### src/rtl/mant_mul_pipe_pkg.sv
// Shared FPU multiply-path constants and elaboration helpers.
package mant_mul_pipe_pkg;

   localparam int MW_SP = 24;
   localparam int MW_DP = 53;

   // Adder-tree depth for mw partial-product rows: ceil(log2(mw)).
   function automatic int tree_depth(input int mw);
      int d;
      d = 0;
      while ((1 << d) < mw) d++;
      return d;
   endfunction

   // Register stages: the operand stage plus one per group of lps tree levels.
   function automatic int stage_count(input int mw, input int lps);
      int l;
      l = tree_depth(mw);
      return 1 + (l + lps - 1) / lps;
   endfunction

   // Number of rows entering tree level lvl (level 0 sees all mw rows).
   function automatic int rows_at(input int mw, input int lvl);
      int n;
      n = mw;
      for (int i = 0; i < lvl; i++) n = (n + 1) / 2;
      return n;
   endfunction

endpackage

### src/rtl/mant_mul_level.sv
// One adder-tree level: sums rows in adjacent pairs, an odd last row passes through.
module mant_mul_level
   import mant_mul_pipe_pkg::*;
#(
   parameter int W = 48,
   parameter int N = 24
) (
   input  logic [N*W-1:0]         rows_in,
   output logic [((N+1)/2)*W-1:0] rows_out
);

   localparam int NO = (N + 1) / 2;

   // Pairwise row addition; sums wrap at W bits, which never loses a carry of the product.
   always_comb begin
      rows_out = '0;
      for (int i = 0; i < N / 2; i++) begin
         rows_out[i*W +: W] = rows_in[2*i*W +: W] + rows_in[(2*i+1)*W +: W];
      end
      if (N % 2 == 1) begin
         rows_out[(NO-1)*W +: W] = rows_in[(N-1)*W +: W];
      end
   end

endmodule

### src/rtl/mant_mul_pipe.sv
// Pipelined unsigned mantissa multiplier: partial-product rows reduced by a
// binary adder tree, registered every LPS levels, with a stallable valid/ready chain.
module mant_mul_pipe
   import mant_mul_pipe_pkg::*;
#(
   parameter int MW    = MW_SP,
   parameter int LPS   = 2,
   parameter int TAG_W = 4
) (
   input  logic              clk,
   input  logic              rst_n,
   input  logic              in_valid,
   output logic              in_ready,
   input  logic [MW-1:0]     in_a,
   input  logic [MW-1:0]     in_b,
   input  logic [TAG_W-1:0]  in_tag,
   output logic              out_valid,
   input  logic              out_ready,
   output logic [2*MW-1:0]   out_prod,
   output logic              out_sticky,
   output logic [TAG_W-1:0]  out_tag
);

   localparam int W = 2 * MW;
   localparam int L = tree_depth(MW);
   localparam int S = stage_count(MW, LPS);

   logic [S-1:0]       v;
   logic [S-1:0]       ld;
   logic [MW-1:0]      a_q;
   logic [MW-1:0]      b_q;
   logic [TAG_W-1:0]   tag_q [S];
   logic [MW*W-1:0]    pp;
   logic [W-1:0]       prod_c;

   // Stage k loads when empty or when its consumer takes its content; ready ripples back from out_ready.
   always_comb begin
      logic chain;
      chain = out_ready;
      ld    = '0;
      for (int k = S - 1; k >= 0; k--) begin
         chain = !v[k] || chain;
         ld[k] = chain;
      end
   end

   assign in_ready  = ld[0];
   assign out_valid = v[S-1];
   assign out_tag   = tag_q[S-1];

   // Valid chain; a loading stage inherits its upstream valid, so bubbles collapse.
   always_ff @(posedge clk or negedge rst_n) begin
      if (!rst_n) begin
         v <= '0;
      end else begin
         if (ld[0]) v[0] <= in_valid;
         for (int k = 1; k < S; k++) begin
            if (ld[k]) v[k] <= v[k-1];
         end
      end
   end

   // Operand stage and tag pipeline; registers only move on real data so held outputs stay stable.
   always_ff @(posedge clk or negedge rst_n) begin
      if (!rst_n) begin
         a_q <= '0;
         b_q <= '0;
         for (int k = 0; k < S; k++) tag_q[k] <= '0;
      end else begin
         if (in_valid && ld[0]) begin
            a_q      <= in_a;
            b_q      <= in_b;
            tag_q[0] <= in_tag;
         end
         for (int k = 1; k < S; k++) begin
            if (ld[k] && v[k-1]) tag_q[k] <= tag_q[k-1];
         end
      end
   end

   // Partial-product rows: row i is a masked by b[i], shifted left by i.
   always_comb begin
      pp = '0;
      for (int i = 0; i < MW; i++) begin
         pp[i*W +: W] = W'(a_q & {MW{b_q[i]}}) << i;
      end
   end

   for (genvar j = 0; j < L; j++) begin : g_lvl
      localparam int NI = rows_at(MW, j);
      localparam int NO = rows_at(MW, j + 1);
      logic [NI*W-1:0] src;
      logic [NO*W-1:0] sum;

      if (j == 0) begin : g_first
         assign src = pp;
      end else if (j % LPS == 0) begin : g_reg
         // Pipeline register in front of this level, owned by stage j/LPS.
         always_ff @(posedge clk or negedge rst_n) begin
            if (!rst_n) begin
               src <= '0;
            end else if (ld[j/LPS] && v[j/LPS-1]) begin
               src <= g_lvl[j-1].sum;
            end
         end
      end else begin : g_comb
         assign src = g_lvl[j-1].sum;
      end

      mant_mul_level #(.W(W), .N(NI)) u_level (
         .rows_in  (src),
         .rows_out (sum)
      );
   end

   assign prod_c = g_lvl[L-1].sum;

   // Result stage: product and sticky (bits below the guard of an MW-bit normalised result).
   always_ff @(posedge clk or negedge rst_n) begin
      if (!rst_n) begin
         out_prod   <= '0;
         out_sticky <= 1'b0;
      end else if (ld[S-1] && v[S-2]) begin
         out_prod   <= prod_c;
         out_sticky <= |prod_c[MW-2:0];
      end
   end

endmodule
### config.mk
export PLATFORM = sky130hd
export DESIGN_NAME = mant_mul_pipe
export DESIGN_NICKNAME = d
export VERILOG_FILES = /design/src/rtl/mant_mul_pipe_pkg.sv /design/src/rtl/mant_mul_level.sv /design/src/rtl/mant_mul_pipe.sv
export SDC_FILE = /design/constraint.sdc
export NUM_CORES = 2
export LEC_CHECK = 0
export BUFFER_PORTS_ARGS = -buffer_cell sky130_fd_sc_hd__buf_2
export CAP_MARGIN = 5
export CORE_MARGIN = 2
export CORE_UTILIZATION = 43
export CTS_CLUSTER_SIZE = 20
export DETAILED_ROUTE_END_ITERATION = 8
export RECOVER_POWER = 50
export SLEW_MARGIN = 20
export SYNTH_ARGS = -nofsm -noshare
export SYNTH_HDL_FRONTEND = slang
export SYNTH_SLANG_ARGS = --single-unit
### constraint.sdc
create_clock -name clk -period 6.99 [get_ports clk]
set_clock_uncertainty 0.05 [all_clocks]
set_input_delay 1.0485 -clock clk [delete_from_list [all_inputs] [get_ports clk]]
set_output_delay 1.0485 -clock clk [all_outputs]
set_load 0.01 [all_outputs]
==> impl_metrics.ini <==
[final_layout]
fin_nets = 5769
layout-drive-gt1-share_pct = 6.69
syn_to_final_growth_pct = 8.17

[global_routing]
grt_max_degree = 219
grt_pass1_vias = 33100
grt_overflow_total = 0
grt_util_all_layers_pct = 24.0
grt_pass1_wl_um = 188000
antenna_found_initial = 15

[placement]
portBuffers = 110
hpwl_um = 92600
place.gp.congestion = 0.915

[clock_tree]
cts_tree = built
cts_buffers = 46
cts_max_level = 2
clk_pin_slew_worst_paths_ns = 0.06
clockRootBuffer = clkbuf_16
insertion_delay_ns = 0.64
cts_resized = 0
postCtsSetupBuffers = 0
clk_path_buf_depth = 3
holdBufCountCts = 0
cts.sinks = 364

[synth]
syn_nets = 5749
synth_top_area_share_pct = 22.2
yosysMostFrequentCell = nand2_1
synth_edf_count = 0
ys_ff_latch = 364
synth_area_leader_cell = dfrtp_1
synth_cell_types = 93
ys_seq_area_share_pct = 22.2
syn_area_per_cell_um2 = 8.04
async_flop_share_pct = 100
synthTopCellsByCount = 665 x nand2_1, 520 x and2_1, 506 x ha_1
yosys-top-cells-area = dfrtp_1 22%, ha_1 15%, and2_1 7.9%
syn_inst = 5102
yosys_warnings = 0
synth_area_um2 = 41000
synthFlopType = dfrtp_1

[sta]
setup_violations = 0
finalHoldViolations = 0
rsz0062_at_grt = false
fin_tns_setup_ns = 0
period_minus_slack_ns = 5.88
hold_ws_ns = 0.411
max-slew-margin-rel_pct = -232
worst_pin_slew_ns = 4.99
period_share_pct = 84.1
slew_viol_final = 298
max_freq_mhz = 170

[critical_path]
rr_worst_depth = 22
timing.rr.start = a_q[1]$_DFFE_PN0P_
cp_top_family = simple AND/OR/NAND/NOR gates
cp.required_ns = 7.30
crit_chain = buf_4 -> and2_1 -> ha_1 -> inv_1 -> fa_1 -> nor2b_1 -> o21ai_1 -> a21boi_1 -> o211ai_1 -> a211oi_1 -> and3b_1 -> nor3b_1 -> nor2_1 -> ha_1 -> nand4_1 -> nor2_1 -> a21oi_1 -> nor3_1 -> a31oi_1 -> a21oi_1 -> a21o_1 -> a31oi_1
critPathMaxStageDelay_ns = 0.68
critPathBufInv = 2
worst_path_max_delay_cell = dfrtp_1
arrival_ns = 6.18
crit_type = reg2reg
crit_fanout = 16
end_kind = register
cp-start-kind = register
ff2ff_setup_slack_ns = 1.11
r2r-end = g_lvl[2].src[131]$_DFFE_PN0P_

[power_and_ir_drop]
power_leakage_nw = 21.3
p_per_area_nw_per_um2 = 512
ir_worst_vdd_mv = 0.535

[worst_hold_path]
hold_path_startpoint = g_lvl[2].src[3]$_DFFE_PN0P_
holdPathEnd = g_lvl[4].src[3]$_DFFE_PN0P_
min-delay-path-class = reg2reg
whs_path_depth = 2

[drt]
drcViolationCount = 0
drt_iter0_drc = 2607
routed_via_density = 5.49
routed_wl_um = 119000
drt_pass1_iterations = 5
final_antenna_net_count = 0
route.vias.total = 35200
routedWlPerCell_um = 18.5

[floorplanning]
ios = 111
initial_core_util_pct = 43.3
die_width_um = 313
num_rows = 113
die_area_um2 = 97900
chipHeight_um = 313
core_area_um2 = 94700

[outcome]
violations = capacitance limit, slew limit
status = finished, violations left

[run]
maxCapViolCount = 4
## cells in the final DEF, fill, tap and decap left out, types with 95 or more instances in the layout
cell type	netlist	layout
a21o_1	154	154
a21oi_1	349	349
and2_1	520	517
buf_2	1	109
dfrtp_1	364	363
ha_1	506	506
inv_1	210	210
nand2_1	665	663
nand3_1	95	95
nor2_1	257	257
o21ai_0	402	402
xnor2_1	246	246
xor2_1	148	148
## worst max-delay path by stage
stage / endpoint / slack (ns) / from / cells past startpoint
floorplan: g_lvl[2].src[286]$_DFFE_PN0P_ / 1.83 / a_q[0]$_DFFE_PN0P_ / 25
global placement: g_lvl[2].src[284]$_DFFE_PN0P_ / 1.27 / a_q[0]$_DFFE_PN0P_ / 24
detailed placement: g_lvl[2].src[284]$_DFFE_PN0P_ / 1.29 / a_q[0]$_DFFE_PN0P_ / 24
CTS: g_lvl[2].src[284]$_DFFE_PN0P_ / 1.27 / b_q[21]$_DFFE_PN0P_ / 24
global route: g_lvl[2].src[131]$_DFFE_PN0P_ / 0.66 / b_q[8]$_DFFE_PN0P_ / 21
finish: g_lvl[2].src[131]$_DFFE_PN0P_ / 1.11 / a_q[1]$_DFFE_PN0P_ / 22
## through the flow
step / power, mW / std cells / worst slack, ns / instance area (um2) / util [%]
4_1_cts: 22.6 / 6422 / 1.27 / 44400 / 46.9
3_5_place_dp: 20.0 / 6339 / 1.29 / 42900 / 45.3
3_3_place_gp: 19.9 / 6339 / 1.27 / 42900 / 45.3
6_report: 22.7 / 6425 / 1.11 / 44400 / 46.9
5_1_grt: 24.7 / 6423 / 0.656 / 44400 / 46.8
2_1_floorplan: 15.2 / 5102 / 1.83 / 41000 / -
## cell type report
cell class                 instances  area [um2]
antenna                            3        7.51
clock buffer                      64        1310
clock inverter                    19         228
fill                            9484       50300
inverter                         210         788
multi-input combinational       4346       30400
sequential                       364        9110
tap                             1265        1580
timing repair buffer             154         915
## sequential cells by signal (all words and copies together), names as in the netlist
name / cells
g_lvl.src: 247
out_prod: 48
a_q: 24
b_q: 24
tag_q: 12
out_tag: 4
v: 4
out_sticky: 1
## metal layers
layer	up-vias	GRT usage [%]	wire length (um)
li1	17900	-	-
met1	16500	36.6	60700
met2	767	35.3	48000
met3	123	2.98	6330
met4	8	6.93	3610
met5	-	0	50
## worst min-delay path, delay by kind of cell, from the launching register on
family           cells  cell delay [ns]
and+or+nand+nor      2             0.09
DFF                  1             0.34
## report_power, final
| part | total [mW] | internal [mW] | switching [mW] |
|---|---|---|---|
| combinational | 16.3 | 6.51 | 9.81 |
| clock | 2.42 | 1.40 | 1.02 |
| sequential | 3.96 | 3.03 | 0.934 |
## logic make-up (layout without fill, tap and decap cells)
kind of cell    count (synthesis)  after routing  synth area share, %
compound gates               1380           1380                 21.2
xor+xnor                      394            394                 8.41
fa+ha+maj                     591            591                 19.6
buf+inv                       392            447                 3.63
flops                         364            364                 22.2
mux                            61             61                 1.67
other cells                     0              3                    0
simple gates                 1920           1920                 23.3
Power figures use the tool's default switching activity.
